<file path="src/rtl/alu32_exec_stage.sv">
// Registered execute stage around the combinational alu32: operand slot (S1),
// result buffer (S2) with valid/ready on both sides, sticky flags and an op counter.
module alu32_exec_stage #(
   parameter int TAG_W = 4,
   parameter int CNT_W = 16
) (
   input  logic             clk,
   input  logic             reset,
   input  logic             in_valid,
   output logic             in_ready,
   input  logic [31:0]      in_a,
   input  logic [31:0]      in_b,
   input  logic [2:0]       in_op,
   input  logic [TAG_W-1:0] in_tag,
   output logic [31:0]      alu_a,
   output logic [31:0]      alu_b,
   output logic [2:0]       alu_op,
   input  logic [31:0]      alu_result,
   input  logic             alu_c,
   input  logic             alu_n,
   input  logic             alu_z,
   input  logic             alu_v,
   output logic             out_valid,
   input  logic             out_ready,
   output logic [31:0]      out_result,
   output logic [3:0]       out_flags,
   output logic [TAG_W-1:0] out_tag,
   input  logic             flag_clr,
   output logic [3:0]       sticky_flags,
   output logic [CNT_W-1:0] op_count
);

   logic             s1_valid_reg;
   logic [31:0]      s1_a_reg;
   logic [31:0]      s1_b_reg;
   logic [2:0]       s1_op_reg;
   logic [TAG_W-1:0] s1_tag_reg;

   logic             out_valid_reg;
   logic [31:0]      out_result_reg;
   logic [3:0]       out_flags_reg;
   logic [TAG_W-1:0] out_tag_reg;
   logic [3:0]       sticky_reg;
   logic [3:0]       sticky_next;
   logic [CNT_W-1:0] count_reg;

   logic       s2_free;
   logic       s1_move;
   logic       accept;
   logic       drain;
   logic [3:0] alu_flags;

   assign s2_free   = !out_valid_reg || out_ready;
   assign s1_move   = s1_valid_reg && s2_free;
   assign in_ready  = !reset && (!s1_valid_reg || s2_free);
   assign accept    = in_valid && in_ready;
   assign drain     = out_valid_reg && out_ready;
   assign alu_flags = {alu_n, alu_z, alu_c, alu_v};

   // The ALU sees zeros whenever the operand slot is empty.
   assign alu_a  = s1_valid_reg ? s1_a_reg  : 32'd0;
   assign alu_b  = s1_valid_reg ? s1_b_reg  : 32'd0;
   assign alu_op = s1_valid_reg ? s1_op_reg : 3'd0;

   always_ff @(posedge clk) begin
      if (reset) begin
         s1_valid_reg <= 1'b0;
         s1_a_reg     <= '0;
         s1_b_reg     <= '0;
         s1_op_reg    <= '0;
         s1_tag_reg   <= '0;
      end else if (accept) begin
         s1_valid_reg <= 1'b1;
         s1_a_reg     <= in_a;
         s1_b_reg     <= in_b;
         s1_op_reg    <= in_op;
         s1_tag_reg   <= in_tag;
      end else if (s1_move) begin
         s1_valid_reg <= 1'b0;
      end
   end

   always_ff @(posedge clk) begin
      if (reset) begin
         out_valid_reg  <= 1'b0;
         out_result_reg <= '0;
         out_flags_reg  <= '0;
         out_tag_reg    <= '0;
      end else if (s1_move) begin
         out_valid_reg  <= 1'b1;
         out_result_reg <= alu_result;
         out_flags_reg  <= alu_flags;
         out_tag_reg    <= s1_tag_reg;
      end else if (drain) begin
         out_valid_reg  <= 1'b0;
      end
   end

   // A clear in the same cycle as a capture keeps only the newly captured flags.
   for (genvar gi = 0; gi < 4; gi++) begin : g_sticky
      always_comb begin
         sticky_next[gi] = sticky_reg[gi];
         if (flag_clr)
            sticky_next[gi] = 1'b0;
         if (s1_move)
            sticky_next[gi] = sticky_next[gi] | alu_flags[gi];
      end
   end

   always_ff @(posedge clk) begin
      if (reset) begin
         sticky_reg <= '0;
         count_reg  <= '0;
      end else begin
         sticky_reg <= sticky_next;
         if (drain)
            count_reg <= count_reg + 1'b1;
      end
   end

   assign out_valid    = out_valid_reg;
   assign out_result   = out_result_reg;
   assign out_flags    = out_flags_reg;
   assign out_tag      = out_tag_reg;
   assign sticky_flags = sticky_reg;
   assign op_count     = count_reg;

endmodule

</file>
<file path="config.mk">
export PLATFORM = sky130hd
export DESIGN_NAME = alu32_exec_stage
export DESIGN_NICKNAME = d
export VERILOG_FILES = /design/src/rtl/alu32_exec_stage.sv
export SDC_FILE = /design/constraint.sdc
export NUM_CORES = 1
export LEC_CHECK = 0
export ABC_CLOCK_PERIOD_IN_PS = 1800
export BUFFER_PORTS_ARGS = -buffer_cell sky130_fd_sc_hd__buf_2
export CORE_MARGIN = 2
export CORE_UTILIZATION = 40
export DETAILED_ROUTE_END_ITERATION = 6
export PLACE_DENSITY = 0.7
export REMOVE_ABC_BUFFERS = 1
export SLEW_MARGIN = 15
export SYNTH_ARGS = -nofsm -noshare
export SYNTH_HDL_FRONTEND = slang
export SYNTH_SLANG_ARGS = --single-unit
</file>
<file path="constraint.sdc">
create_clock -name clk -period 1.8 [get_ports clk]
set_clock_uncertainty 0.05 [all_clocks]
set_input_delay 0.36 -clock clk [delete_from_list [all_inputs] [get_ports clk]]
set_output_delay 0.36 -clock clk [all_outputs]
set_load 0.01 [all_outputs]
</file>
### Word-level counts from Yosys, hierarchy flattened

Cells that the tools add are included.

| operators by class | value |
|---|---|
| $add $sub $neg | 1 |
| mux-type cells | 15 |
| bitwise gates (word level) | 4 |
| reduce and logical (&&, ||, !) cells | 11 |

Operator list:

| cell | count |
|---|---|
| two-way mux 32 bit | 2 |
| adder 16 x 1 -> 16 bit (second input constant) | 1 |
| two-way mux 1 bit | 12 |
| logical AND 1 bit | 4 |
| OR 1 bit | 4 |
| nonzero test 2 bit | 2 |
| zero test 1 bit | 3 |
| two-way mux 3 bit | 1 |
| logical OR 1 bit | 2 |

| word-level totals | value |
|---|---|
| register bits | 133 |
| input bits | 112 |
| output and inout port bits | 129 |

### Depth between registers and ports, before layout

| depth | value |
|---|---|
| depth in word-level cells | 6 |
| gate-level depth with buffers | 6 |
| depth with buffers taken out | 5 |

### Least setup slack after synthesis

No wires, ideal clock.

| path | value |
|---|---|
| kind | input to output |
| start point | in reset |
| end point | out in_ready |
| arrival time | 1202 ps |
| path slack | 188 ps |
| cell stages on the path | 4 |
| cell sequence | buf_2 > clkbuf_1 > clkbuf_1 > a21oi_1 |

| between the ends | value |
|---|---|
| word-level cells in the longest chain between the ends | 2 |

Ends and longest elaborated chain:

| element | line | text |
|---|---|---|
| start: declaration | 8 | `input logic reset,` |
| zero test 1 bit | 55 | `assign in_ready = !reset && (!s1_valid_reg \|\| s2_free);` |
| logical AND 1 bit | 55 |  |
| end: declaration | 10 | `output logic in_ready,` |

No other way between the ends.

### Worst setup path after layout

| path | value |
|---|---|
| start point | reg s1_valid_reg |
| end point | out alu_a[10] |

| between the ends | value |
|---|---|
| word-level cells in the longest chain between the ends | 1 |

Ends and longest elaborated chain:

| element | line | text |
|---|---|---|
| start: declaration | 33 | `logic s1_valid_reg;` |
| start signal: assignment | 67 | `s1_valid_reg <= 1'b0;` |
| start signal: assignment | 73 | `s1_valid_reg <= 1'b1;` |
| start signal: assignment | 79 | `s1_valid_reg <= 1'b0;` |
| two-way mux 32 bit | 61 | `assign alu_a = s1_valid_reg ? s1_a_reg : 32'd0;` |
| end: declaration | 15 | `output logic [31:0] alu_a,` |

No other way between the ends.

==> flow_summary.ini <==
[sta]
layout_setup_ws_ps = 107
rsz0062_at_grt = false
min_period_over_period = 0.941
finalHoldViolCount = 0
fmax_mhz = 591
finalCriticalPeriod_ps = 1690
slew_viol_final = 0
setup_viol = 0
relSlewSlack = 0.756
fin_setup_tns_ps = 0
tightestPinTransition_ps = 362

[placement]
hpwlAfterDp_um = 8770
place_congestion = 0.779
io_buffers = 240
place_area_um2 = 6830
place_ws_ps = 207
post-place-cells = 1051

[synth]
synth_cells = 664
yosys.cell_count.top_type = nand2_1
synth-seq-cells = 133
syn_area_per_cell_um2 = 8.07
yosysTopAreaCellShare = 0.497
synthTopCellsByArea = dfxtp_1 50%, nand2_1 11%, nand2b_1 9.0%
synth_edf_count = 0
yosys_warnings = 0
seq_area_frac_synth = 0.497
mappedNetlistArea_um2 = 5360
synth.cells.most_frequent = 156 x nand2_1, 133 x dfxtp_1, 77 x nand2b_1, 72 x o21ai_0, 67 x and2_1
synth-async-reset-ratio = 0
synth.distinct_cells = 26
ys.flop_type = dfxtp_1
yosys.area.top_type = dfxtp_1

[detailed_routing]
drc = 0
avgViaCountPerCell = 4.59
num_vias = 4987
final_antenna_net_count = 0
wl_um = 13000
avgRoutedWirePerCell_um = 12.0
drtIter0Drc = 215
dr.pass1.iters = 5

[power]
power.density_nw_per_um2 = 984
p_total_w = 0.00737
leakage_nw = 3.42
intPower_w = 0.00569
clkPwrFrac = 0.474
switching_power_w = 0.00168
p_seq_frac = 0.433
power.share.switching = 0.228
combPwrFrac = 0.094
vdd_drop_max_v = 0.000462

[clocking]
clk_pin_slew_ps = 60
cts_tree = yes
ctsRootBufferMaster = clkbuf_16
cts_htree_levels = 4
cts_sinks = 133
cts_inserted_buffers = 17
clockBufferDepth = 2
cts_hold_buf = 0
clkLatencyLatePin_ps = 410

[worst_setup_path]
path_class = flop to output pin
end_kind = output pin
start_kind = flop
critical_path.max_fanout = 29
cp-startpoint = s1_valid_reg
worstPathArrival_ps = 1280
worstPathCellList = buf_12 -> and2_1 -> buf_2
rr_worst_depth = 6
r2r_slack_ps = 190
r2r_start = out_valid
critPathTopFamily = flip-flops
max_stage_delay_ps = 410
cp_num_buf_inv = 2
crit_cells = 3
cp_data_required_time_ps = 1390
cp_slowest_cell = dfxtp_4

[run_status]
outcome = finished clean

[finish]
finalNonFillerCells = 1086
antenna_cells = 0
layout-drive-gt1-share = 0.330
fin_nets = 1010
synthToLayoutAreaGrowth_pct = 39.8
ff_latch_area_um2 = 2670
multi_input_area_um2 = 2460
fin_area_um2 = 7490
fillers = 1246

[floorplanning]
core_um2 = 13100
io_pins = 241
die_y_um = 120
die_area_um2 = 14300
die_w_um = 120
core.rowCount = 42
start_util = 0.408

[worst_hold_path]
min_path_type = input port to flop
hold-path-cell-count = 3
min-delay-start = in_b[0]

[grt]
grt_overflow = 0
antenna_found_initial = 0
grt_usage = 0.184
grt_pass1_wl_um = 21300
grt_pass1_vias = 4586
grt_max_degree = 95

[flow_run]
cap_violations = 0
[worst paths after layout]
check	end
worst max-delay path	alu_a[10]
worst min-delay path	s1_b_reg[0]
worst max register to register	s1_a_reg[0]
worst min register to register	out_result[27]
[cell type report]
class,instances,area share
Tap cell,176,0.0294
Multi-Input combinational cell,478,0.328
Clock buffer,19,0.0605
Sequential cell,133,0.356
Timing Repair Buffer,261,0.202
Clock inverter,13,0.0209
Inverter,6,0.00301
[what timing repair did]
item,in CTS,in global routing
gates resized for setup,3,1
cloned,1,0
endpoints found under the setup margin,58,2
buffers inserted,1,1
[cells in the final DEF (no fill, tap or decap), types with 6 or more instances in the layout]
cell,n
nand2b_1,77
nor2_1,17
buf_12,10
a21oi_1,51
xnor2_1,10
and2_1,67
clkbuf_16,17
buf_4,10
nand2_1,156
dfxtp_1,132
o21ai_0,72
inv_1,6
buf_2,239
[layer usage]
metal	track usage	wire, µm
met1	0.221	5700
met2	0.296	5960
met3	0.0808	1200
met4	0.0581	167
met5	0	0
[worst reg2reg max path, cell delays in order, from the launching register on]
cell and delay, ps:
dfxtp_1 350, nor2b_4 150, buf_4 150, a211oi_4 290, buf_12 220, buf_12 170
o21ai_0 100
[power groups by stage]
stage	Combinational (W)	Clock [W]	Sequential [W]
2_1_floorplan	0.000277	0	0.00327
3_3_place_gp	0.000670	0	0.00325
3_5_place_dp	0.000678	0	0.00325
4_1_cts	0.000698	0.00357	0.00319
5_1_grt	0.000778	0.00373	0.00321
6_report	0.000689	0.00349	0.00319
[kinds of logic (layout without fill, tap and decap cells)]
family                     count (synthesis)  after routing  synth area share
AOI/OAI and AO/OA                        127            127             0.123
and+or+nand+nor                          339            339             0.315
buffers and inverters                     53            299            0.0451
xor gates and xnor gates                  11             11            0.0180
adders and majority gates                  1              1           0.00234
DFF                                      133            133             0.497
[metrics by stage]
| stage | utilization | hold slack, ps |
|---|---|---|
| 6_report | 0.570 | 91.3 |
| 5_1_grt | 0.570 | 81.5 |
| 4_1_cts | 0.569 | 76.1 |
| 3_5_place_dp | 0.520 | 394 |
| 3_3_place_gp | 0.520 | 389 |
| 2_1_floorplan | - | 376 |
Note: power is estimated with default switching activity, not from simulation.
